$ cat config.mk
export PLATFORM = sky130hd
export DESIGN_NAME = apb_master_requester_flat
export DESIGN_NICKNAME = d
export VERILOG_FILES = /design/src/rtl/apb_master_requester_if.sv /design/src/rtl/apb_master_requester.sv /design/src/flat_wrapper.sv
export SDC_FILE = /design/constraint.sdc
export NUM_CORES = 1
export LEC_CHECK = 0
export ABC_AREA = 1
export CORE_MARGIN = 2
export CORE_UTILIZATION = 35
export CTS_BUF_LIST = sky130_fd_sc_hd__clkbuf_2 sky130_fd_sc_hd__clkbuf_4 sky130_fd_sc_hd__clkbuf_8
export CTS_CLUSTER_SIZE = 8
export DETAILED_ROUTE_END_ITERATION = 6
export PLACE_DENSITY = 0.72
export SETUP_SLACK_MARGIN = 0.2
export SLEW_MARGIN = 10
export SYNTH_ARGS = -nofsm -noshare
export SYNTH_HDL_FRONTEND = slang
export SYNTH_SLANG_ARGS = --single-unit
$ cat constraint.sdc
create_clock -name PCLK -period 1.8 [get_ports PCLK]
set_input_delay 0.36 -clock PCLK [delete_from_list [all_inputs] [get_ports PCLK]]
set_output_delay 0.36 -clock PCLK [all_outputs]
set_load 0.03 [all_outputs]
$ cat src/rtl/apb_master_requester_if.sv
// Command/response handshake and APB bus bundle for apb_master_requester.
// The master modport is the requester's view; slave is the environment's view.
interface apb_master_requester_if #(
  parameter int PDATA_SIZE = 32
);
  logic                    cmd_valid;
  logic                    cmd_ready;
  logic                    cmd_write;
  logic [PDATA_SIZE-1:0]   cmd_addr;
  logic [PDATA_SIZE-1:0]   cmd_wdata;
  logic [PDATA_SIZE/8-1:0] cmd_strb;
  logic [2:0]              cmd_prot;

  logic                    rsp_valid;
  logic                    rsp_ready;
  logic [PDATA_SIZE-1:0]   rsp_rdata;
  logic                    rsp_err;
  logic                    rsp_timeout;

  logic                    PSEL;
  logic                    PENABLE;
  logic                    PWRITE;
  logic [PDATA_SIZE-1:0]   PADDR;
  logic [PDATA_SIZE-1:0]   PWDATA;
  logic [PDATA_SIZE/8-1:0] PSTRB;
  logic [2:0]              PPROT;
  logic [PDATA_SIZE-1:0]   PRDATA;
  logic                    PREADY;
  logic                    PSLVERR;

  modport master (
    input  cmd_valid, cmd_write, cmd_addr, cmd_wdata, cmd_strb, cmd_prot,
    input  rsp_ready, PRDATA, PREADY, PSLVERR,
    output cmd_ready, rsp_valid, rsp_rdata, rsp_err, rsp_timeout,
    output PSEL, PENABLE, PWRITE, PADDR, PWDATA, PSTRB, PPROT
  );

  modport slave (
    output cmd_valid, cmd_write, cmd_addr, cmd_wdata, cmd_strb, cmd_prot,
    output rsp_ready, PRDATA, PREADY, PSLVERR,
    input  cmd_ready, rsp_valid, rsp_rdata, rsp_err, rsp_timeout,
    input  PSEL, PENABLE, PWRITE, PADDR, PWDATA, PSTRB, PPROT
  );
endinterface

$ cat src/rtl/apb_master_requester.sv
// APB4 requester: one command at a time, run as SETUP then ACCESS, result on the rsp port.
// Define APB_MASTER_TIMEOUT_EN to abort ACCESS after TIMEOUT_CYCLES wait states.
module apb_master_requester #(
  parameter int PDATA_SIZE     = 32,
  parameter int TIMEOUT_CYCLES = 16
) (
  input  logic                   PCLK,
  input  logic                   PRESET,
  apb_master_requester_if.master bus
);
  localparam int STRB_W = PDATA_SIZE / 8;

  if (((PDATA_SIZE % 8) != 0) || (TIMEOUT_CYCLES < 1)) begin : g_param_check
    $error("apb_master_requester: illegal PDATA_SIZE or TIMEOUT_CYCLES");
  end

  typedef enum logic [1:0] {IDLE, SETUP, ACCESS, RESP} state_t;

  state_t                state_reg;
  logic                  cmd_ready_reg;
  logic                  psel_reg;
  logic                  penable_reg;
  logic                  pwrite_reg;
  logic [PDATA_SIZE-1:0] paddr_reg;
  logic [PDATA_SIZE-1:0] pwdata_reg;
  logic [STRB_W-1:0]     pstrb_reg;
  logic [2:0]            pprot_reg;
  logic                  rsp_valid_reg;
  logic [PDATA_SIZE-1:0] rsp_rdata_reg;
  logic                  rsp_err_reg;

`ifdef APB_MASTER_TIMEOUT_EN
  localparam int CNT_W = $clog2(TIMEOUT_CYCLES + 1);
  logic [CNT_W-1:0] wait_cnt_reg;
  logic             rsp_timeout_reg;
  logic             timeout_hit;

  // All TIMEOUT_CYCLES wait states already used up; one more PREADY=0 aborts.
  assign timeout_hit     = (wait_cnt_reg == CNT_W'(TIMEOUT_CYCLES));
  assign bus.rsp_timeout = rsp_timeout_reg;
`else
  assign bus.rsp_timeout = 1'b0;
`endif

  always_ff @(posedge PCLK) begin
    if (PRESET) begin
      state_reg     <= IDLE;
      cmd_ready_reg <= 1'b1;
      psel_reg      <= 1'b0;
      penable_reg   <= 1'b0;
      pwrite_reg    <= 1'b0;
      paddr_reg     <= '0;
      pwdata_reg    <= '0;
      pstrb_reg     <= '0;
      pprot_reg     <= '0;
      rsp_valid_reg <= 1'b0;
      rsp_rdata_reg <= '0;
      rsp_err_reg   <= 1'b0;
`ifdef APB_MASTER_TIMEOUT_EN
      wait_cnt_reg    <= '0;
      rsp_timeout_reg <= 1'b0;
`endif
    end else begin
      case (state_reg)
        IDLE: begin
          if (bus.cmd_valid) begin
            paddr_reg     <= bus.cmd_addr;
            pwrite_reg    <= bus.cmd_write;
            pprot_reg     <= bus.cmd_prot;
            // Reads leave PWDATA at its last value and drive no strobes.
            if (bus.cmd_write) begin
              pwdata_reg <= bus.cmd_wdata;
              pstrb_reg  <= bus.cmd_strb;
            end else begin
              pstrb_reg  <= '0;
            end
            psel_reg      <= 1'b1;
            cmd_ready_reg <= 1'b0;
            state_reg     <= SETUP;
`ifdef APB_MASTER_TIMEOUT_EN
            wait_cnt_reg  <= '0;
`endif
          end
        end
        SETUP: begin
          penable_reg <= 1'b1;
          state_reg   <= ACCESS;
        end
        ACCESS: begin
          if (bus.PREADY) begin
            rsp_rdata_reg <= pwrite_reg ? '0 : bus.PRDATA;
            rsp_err_reg   <= bus.PSLVERR;
            psel_reg      <= 1'b0;
            penable_reg   <= 1'b0;
            rsp_valid_reg <= 1'b1;
            state_reg     <= RESP;
`ifdef APB_MASTER_TIMEOUT_EN
            rsp_timeout_reg <= 1'b0;
          end else if (timeout_hit) begin
            rsp_rdata_reg   <= '0;
            rsp_err_reg     <= 1'b1;
            rsp_timeout_reg <= 1'b1;
            psel_reg        <= 1'b0;
            penable_reg     <= 1'b0;
            rsp_valid_reg   <= 1'b1;
            state_reg       <= RESP;
          end else begin
            wait_cnt_reg <= wait_cnt_reg + CNT_W'(1);
`endif
          end
        end
        RESP: begin
          if (bus.rsp_ready) begin
            rsp_valid_reg <= 1'b0;
            cmd_ready_reg <= 1'b1;
            state_reg     <= IDLE;
          end
        end
        default: state_reg <= IDLE;
      endcase
    end
  end

  assign bus.cmd_ready = cmd_ready_reg;
  assign bus.PSEL      = psel_reg;
  assign bus.PENABLE   = penable_reg;
  assign bus.PWRITE    = pwrite_reg;
  assign bus.PADDR     = paddr_reg;
  assign bus.PWDATA    = pwdata_reg;
  assign bus.PSTRB     = pstrb_reg;
  assign bus.PPROT     = pprot_reg;
  assign bus.rsp_valid = rsp_valid_reg;
  assign bus.rsp_rdata = rsp_rdata_reg;
  assign bus.rsp_err   = rsp_err_reg;
endmodule

$ cat src/flat_wrapper.sv
// flat-port wrapper written by rule: the top's interface ports become plain ports
module apb_master_requester_flat 
#(
  parameter int PDATA_SIZE     = 32,
  parameter int TIMEOUT_CYCLES = 16
)
  (PCLK, PRESET, bus_cmd_valid, bus_cmd_write, bus_cmd_addr, bus_cmd_wdata, bus_cmd_strb, bus_cmd_prot, bus_rsp_ready, bus_PRDATA, bus_PREADY, bus_PSLVERR, bus_cmd_ready, bus_rsp_valid, bus_rsp_rdata, bus_rsp_err, bus_rsp_timeout, bus_PSEL, bus_PENABLE, bus_PWRITE, bus_PADDR, bus_PWDATA, bus_PSTRB, bus_PPROT);
  apb_master_requester_if #(.PDATA_SIZE(PDATA_SIZE)) bus_i ();
  input  logic PCLK;
  input  logic PRESET;
  input wire logic [$bits(bus_i.cmd_valid)-1:0] bus_cmd_valid;
  input wire logic [$bits(bus_i.cmd_write)-1:0] bus_cmd_write;
  input wire logic [$bits(bus_i.cmd_addr)-1:0] bus_cmd_addr;
  input wire logic [$bits(bus_i.cmd_wdata)-1:0] bus_cmd_wdata;
  input wire logic [$bits(bus_i.cmd_strb)-1:0] bus_cmd_strb;
  input wire logic [$bits(bus_i.cmd_prot)-1:0] bus_cmd_prot;
  input wire logic [$bits(bus_i.rsp_ready)-1:0] bus_rsp_ready;
  input wire logic [$bits(bus_i.PRDATA)-1:0] bus_PRDATA;
  input wire logic [$bits(bus_i.PREADY)-1:0] bus_PREADY;
  input wire logic [$bits(bus_i.PSLVERR)-1:0] bus_PSLVERR;
  output wire logic [$bits(bus_i.cmd_ready)-1:0] bus_cmd_ready;
  output wire logic [$bits(bus_i.rsp_valid)-1:0] bus_rsp_valid;
  output wire logic [$bits(bus_i.rsp_rdata)-1:0] bus_rsp_rdata;
  output wire logic [$bits(bus_i.rsp_err)-1:0] bus_rsp_err;
  output wire logic [$bits(bus_i.rsp_timeout)-1:0] bus_rsp_timeout;
  output wire logic [$bits(bus_i.PSEL)-1:0] bus_PSEL;
  output wire logic [$bits(bus_i.PENABLE)-1:0] bus_PENABLE;
  output wire logic [$bits(bus_i.PWRITE)-1:0] bus_PWRITE;
  output wire logic [$bits(bus_i.PADDR)-1:0] bus_PADDR;
  output wire logic [$bits(bus_i.PWDATA)-1:0] bus_PWDATA;
  output wire logic [$bits(bus_i.PSTRB)-1:0] bus_PSTRB;
  output wire logic [$bits(bus_i.PPROT)-1:0] bus_PPROT;
  assign bus_i.cmd_valid = bus_cmd_valid;
  assign bus_i.cmd_write = bus_cmd_write;
  assign bus_i.cmd_addr = bus_cmd_addr;
  assign bus_i.cmd_wdata = bus_cmd_wdata;
  assign bus_i.cmd_strb = bus_cmd_strb;
  assign bus_i.cmd_prot = bus_cmd_prot;
  assign bus_i.rsp_ready = bus_rsp_ready;
  assign bus_i.PRDATA = bus_PRDATA;
  assign bus_i.PREADY = bus_PREADY;
  assign bus_i.PSLVERR = bus_PSLVERR;
  assign bus_cmd_ready = bus_i.cmd_ready;
  assign bus_rsp_valid = bus_i.rsp_valid;
  assign bus_rsp_rdata = bus_i.rsp_rdata;
  assign bus_rsp_err = bus_i.rsp_err;
  assign bus_rsp_timeout = bus_i.rsp_timeout;
  assign bus_PSEL = bus_i.PSEL;
  assign bus_PENABLE = bus_i.PENABLE;
  assign bus_PWRITE = bus_i.PWRITE;
  assign bus_PADDR = bus_i.PADDR;
  assign bus_PWDATA = bus_i.PWDATA;
  assign bus_PSTRB = bus_i.PSTRB;
  assign bus_PPROT = bus_i.PPROT;
  apb_master_requester #(.PDATA_SIZE(PDATA_SIZE), .TIMEOUT_CYCLES(TIMEOUT_CYCLES)) u_core (.PCLK(PCLK), .PRESET(PRESET), .bus(bus_i));
endmodule
[Word-level counts from Yosys, hierarchy flattened]
Index checks and enable logic that the tools add are counted.
W data, S select, Z words.
Word-level totals
  bits in writable memories: 0
  output and inout port bits: 110
  word-level logic and storage cells: 47
  memories: 0
  ROM bits: 0
  input port bits: 110
  flip-flop bits (word level): 111
  latch bits: 0
Operators by class
  reduce and logical (&&, ||, !) cells: 13
  div/mod/pow operators: 0
  add/subtract/negate cells: 0
  order comparisons: 0
  shift-type cells: 0
  multiply operators: 0
  eq/ne operators: 6
  mux-type cells: 16
  bitwise logic cells: 0
Operator list (number)
  $mux W32: 1
  $reduce_and A3 Y1: 5
  $pmux W1 S2: 4
  $pmux W2 S4: 1
  $reduce_bool A2 Y1: 4
  $mux W1: 6
  $mux W2: 3
  $ne A2 B2 Y1 const B: 3
  $reduce_and A2 Y1: 3
  $eq A2 B2 Y1 const B: 2
  $mux W4: 1
  $eq A2 B1 Y1 const B: 1
  $logic_not A2 Y1: 1

[Longest topological paths before layout]
  depth after elaboration: 3
  depth in mapped cells: 8
  gate-level depth less buffers: 8

[Worst setup path after synthesis]
No wires, ideal clock.
  path kind: flip-flop to flip-flop
  start point: register u_core.state_reg[0]
  end point: register u_core.paddr_reg[10], in the netlist u_core.bus.PADDR[10]
  data required time: 1684 ps
  clock period less this slack: 1438 ps
  stages on the path, launching flop included: 8
  path buffers: 1
  data arrival time: 1322 ps
  setup slack: 362 ps
  setup time: 116 ps
  cell sequence: dfxtp_1 > inv_1 > ha_1 > nand2_4 > clkinv_1 > buf_4 > nor2_1 > nor2_1
Between the ends
  longest elaborated chain between the ends: 2
Ends and longest elaborated chain
  start, declared: RTL line apb_master_requester.sv:19  | state_t state_reg;
  start signal, assigned: RTL line apb_master_requester.sv:47  | state_reg <= IDLE;
  start signal, assigned: RTL line apb_master_requester.sv:79  | state_reg <= SETUP;
  start signal, assigned: RTL line apb_master_requester.sv:87  | state_reg <= ACCESS;
  $logic_not A2 Y1: RTL line apb_master_requester.sv:64  | case (state_reg)
  $reduce_and A2 Y1 (no source line)
  end signal, assigned: RTL line apb_master_requester.sv:67  | paddr_reg <= bus.cmd_addr;
  end, declared: RTL line apb_master_requester.sv:24  | logic [PDATA_SIZE-1:0] paddr_reg;
No other way between the ends.
A chain may end at the register's enable or synchronous reset.

[Final worst setup path]
  start point: register u_core.pwrite_reg, in the netlist u_core.bus.PWRITE
  end point: output bus_PWRITE
RTL lines
  start, declared: RTL line apb_master_requester.sv:23  | logic pwrite_reg;
  start signal, assigned: RTL line apb_master_requester.sv:68  | pwrite_reg <= bus.cmd_write;
  end, declared: RTL line flat_wrapper.sv:28  | output wire logic [$bits(bus_i.PWRITE)-1:0] bus_PWRITE;
No word-level cell between the ends.

==> impl_metrics.tcl <==
set metrics [dict create \
    path_max_fanout 3 \
    worstPathArrival_ns 1.16 \
    layout_setup_ws_ns 0.282 \
    use_met2_pct 33.6 \
    grt_max_degree 49 \
    fin_crit_ns 1.52 \
    htree_levels 3 \
    power_density_mw_per_mm2 1240 \
    fillers 1089 \
    via_per_inst 4.72 \
    pin_count 220 \
    portBuffers 218 \
    setup_tns_ns 0 \
    cp_cell_sequence "dlygate4sd2_1" \
    worst_hold_slack_ns 0.460 \
    grt.met3_usage_pct 4.84 \
    clk_pin_slew_ns 0.10 \
    crit_path_end_kind "output pin" \
    syn_inst 518 \
    setup_viol 0 \
    syn2layout_area_growth_pct 59.8 \
    dr.pass1.iters 4 \
    initial_core_util_pct 35.8 \
    yosys_warnings 0 \
    r2r_slack_ns 0.35 \
    die_h_um 112 \
    drc 0 \
    fin_skew_ns 0.0130 \
    coreArea_sq_mm 0.0114 \
    drtIter0Drc 180 \
    cts_made_buffers 9 \
    maxClockFrequency_mhz 659 \
    place_inst 856 \
    ant_nets 0 \
    syn_avg_cell_area_sq_um 7.85 \
    path_delay_family "buffers and inverters" \
    final_nets 841 \
    power_w 0.00806 \
    gp_congestion 0.752 \
    cp.required_ns 1.44 \
    synth-seq-cells 111 \
    die_w_um 112 \
    overflow 0 \
    drv_cap 0 \
    rsz0062_at_grt "false" \
    hpwl_mm 8.81 \
    critPathKind "flop to output pin" \
    die_area_sq_mm 0.0125 \
    cts.sinks 111 \
    cts_buffer_depth 2 \
    syn_area_sq_mm 0.00407 \
    dp_slack_ns 0.00141 \
    yosysSeqAreaShare_pct 54.7 \
    wl_per_cell_um 14.0 \
    p_leak_nw 3.01 \
    worstSkewPairLatency_ns 0.37 \
    grt_pass1_vias 4037 \
    rows 39 \
    fin_crit_sh_pct 84.4 \
    hold_path.class "flop to flop" \
    ys_types 22 \
    routed_wl_mm 12.2 \
    clockRootBuffer "clkbuf_8" \
    crit_path_start_kind "flop" \
    cts_tree "built" \
    routed-via-count 4118 \
    finalHoldViolCount 0 \
    grt_util_all_layers_pct 18.8 \
    syn_nets 634 \
    crit_buf_inv 1 \
    peakVddDrop_uv 600 \
    gr-usage-met1_pct 21.2 \
    worst_path_max_delay_cell "dlygate4sd2_1" \
    cpPeakStageDelay_ns 0.44 \
    drive_gt1_share_pct 4.94 \
    status "finished, final reports clean" \
    report.final.slew_viol_count 0 \
    instances_no_fill 872 \
    antenna_cells 0 \
    antenna_found_initial 0 \
    busiest_layer "met2" \
    grt_pass1_wl_mm 19.3 \
    postCtsHoldBufs 0 \
]
==> layout make-up <==
cell class	count	area, sq um	share of cell area [%]
clock buffer	9	124	1.91
clock inverter	6	86.3	1.33
inverter	14	55.1	0.847
multi-input combinational	359	1610	24.8
sequential	111	2220	34.2
tap	143	179	2.75
timing repair buffer	230	2210	34.1
==> metrics by stage <==
stage,instance area [sq um],utilization (%)
6_report,6500,57.1
5_1_grt,6500,57.1
4_1_cts,6480,57.0
3_5_place_dp,6400,56.3
3_3_place_gp,6400,56.3
2_1_floorplan,4070,-
==> worst paths after layout <==
check,from,endpoint,cells past startpoint
setup / recovery,u_core.bus.PWRITE,bus_PWRITE,1
hold / removal,u_core.bus.cmd_ready,u_core.bus.cmd_ready,2
setup reg to reg,u_core.state_reg[0],u_core.bus.PADDR[2],7
hold reg to reg,u_core.bus.cmd_ready,u_core.bus.cmd_ready,2
==> worst min-delay path, stage by stage, from the launching register on <==
cell	delay, ns
dfxtp_1	0.34
nand2_1	0.05
nand3_1	0.05
==> Yosys cell counts <==
library cell | instances | share of area [%]
buf_1 | 5 | 0.46
o21ai_1 | 6 | 0.74
buf_4 | 5 | 0.92
nand4_1 | 1 | 0.15
nand3_1 | 37 | 4.6
nand2_1 | 58 | 5.4
inv_2 | 2 | 0.18
nand2_2 | 1 | 0.15
clkbuf_1 | 15 | 1.4
inv_1 | 10 | 0.92
clkbuf_4 | 1 | 0.18
a21oi_1 | 39 | 4.8
nor2_8 | 1 | 0.49
buf_6 | 3 | 0.83
ha_1 | 6 | 1.8
dfxtp_1 | 111 | 55
conb_1 | 1 | 0.092
nor2_1 | 144 | 13
nand2_4 | 1 | 0.28
o21ai_0 | 64 | 7.9
clkinv_1 | 2 | 0.18
buf_2 | 5 | 0.62
==> power breakdown <==
part | internal, W | leakage [nW] | switching [W]
combinational | 0.00117 | 2.00 | 0.00208
sequential | 0.00295 | 0.910 | 0.000247
clock | 0.000775 | 0.105 | 0.000839
total | 0.00490 | 3.01 | 0.00317
==> timing repair <==
item	4_1_cts	5_1_grt
cloned	0	0
setup buffers	0	1
pin swaps	0	1
setup endpoints to repair	142	39
gates resized for setup	110	4
==> kinds of logic after synthesis <==
group	after synthesis	share of synthesized area (%)
and+or+nand+nor	243	24.3
DFF	111	54.7
AOI/OAI and AO/OA	109	13.4
buffers and inverters	48	5.69
adders and majority gates	6	1.85
other	1	0.0922
==> layer usage <==
layer / routed length, um / up-vias
li1: - / 2079
met5: 0 / -
met1: 5030 / 1892
met3: 812 / 24
met2: 6010 / 123
met4: 319 / 0
==> cell usage in the layout (no fill, tap or decap), drive strengths merged <==
master           n
nor2           145
dfxtp          111
clkdlybuf4s50  109
dlygate4sd2    109
o21ai           70
nand2           60
a21oi           39
nand3           37
inv             13
buf             12
clkbuf           9
ha               6
clkinv           4
bufinv           2
nand4            1
conb             1
clkinvlp         1
Note: power is estimated with default switching activity, not from simulation.
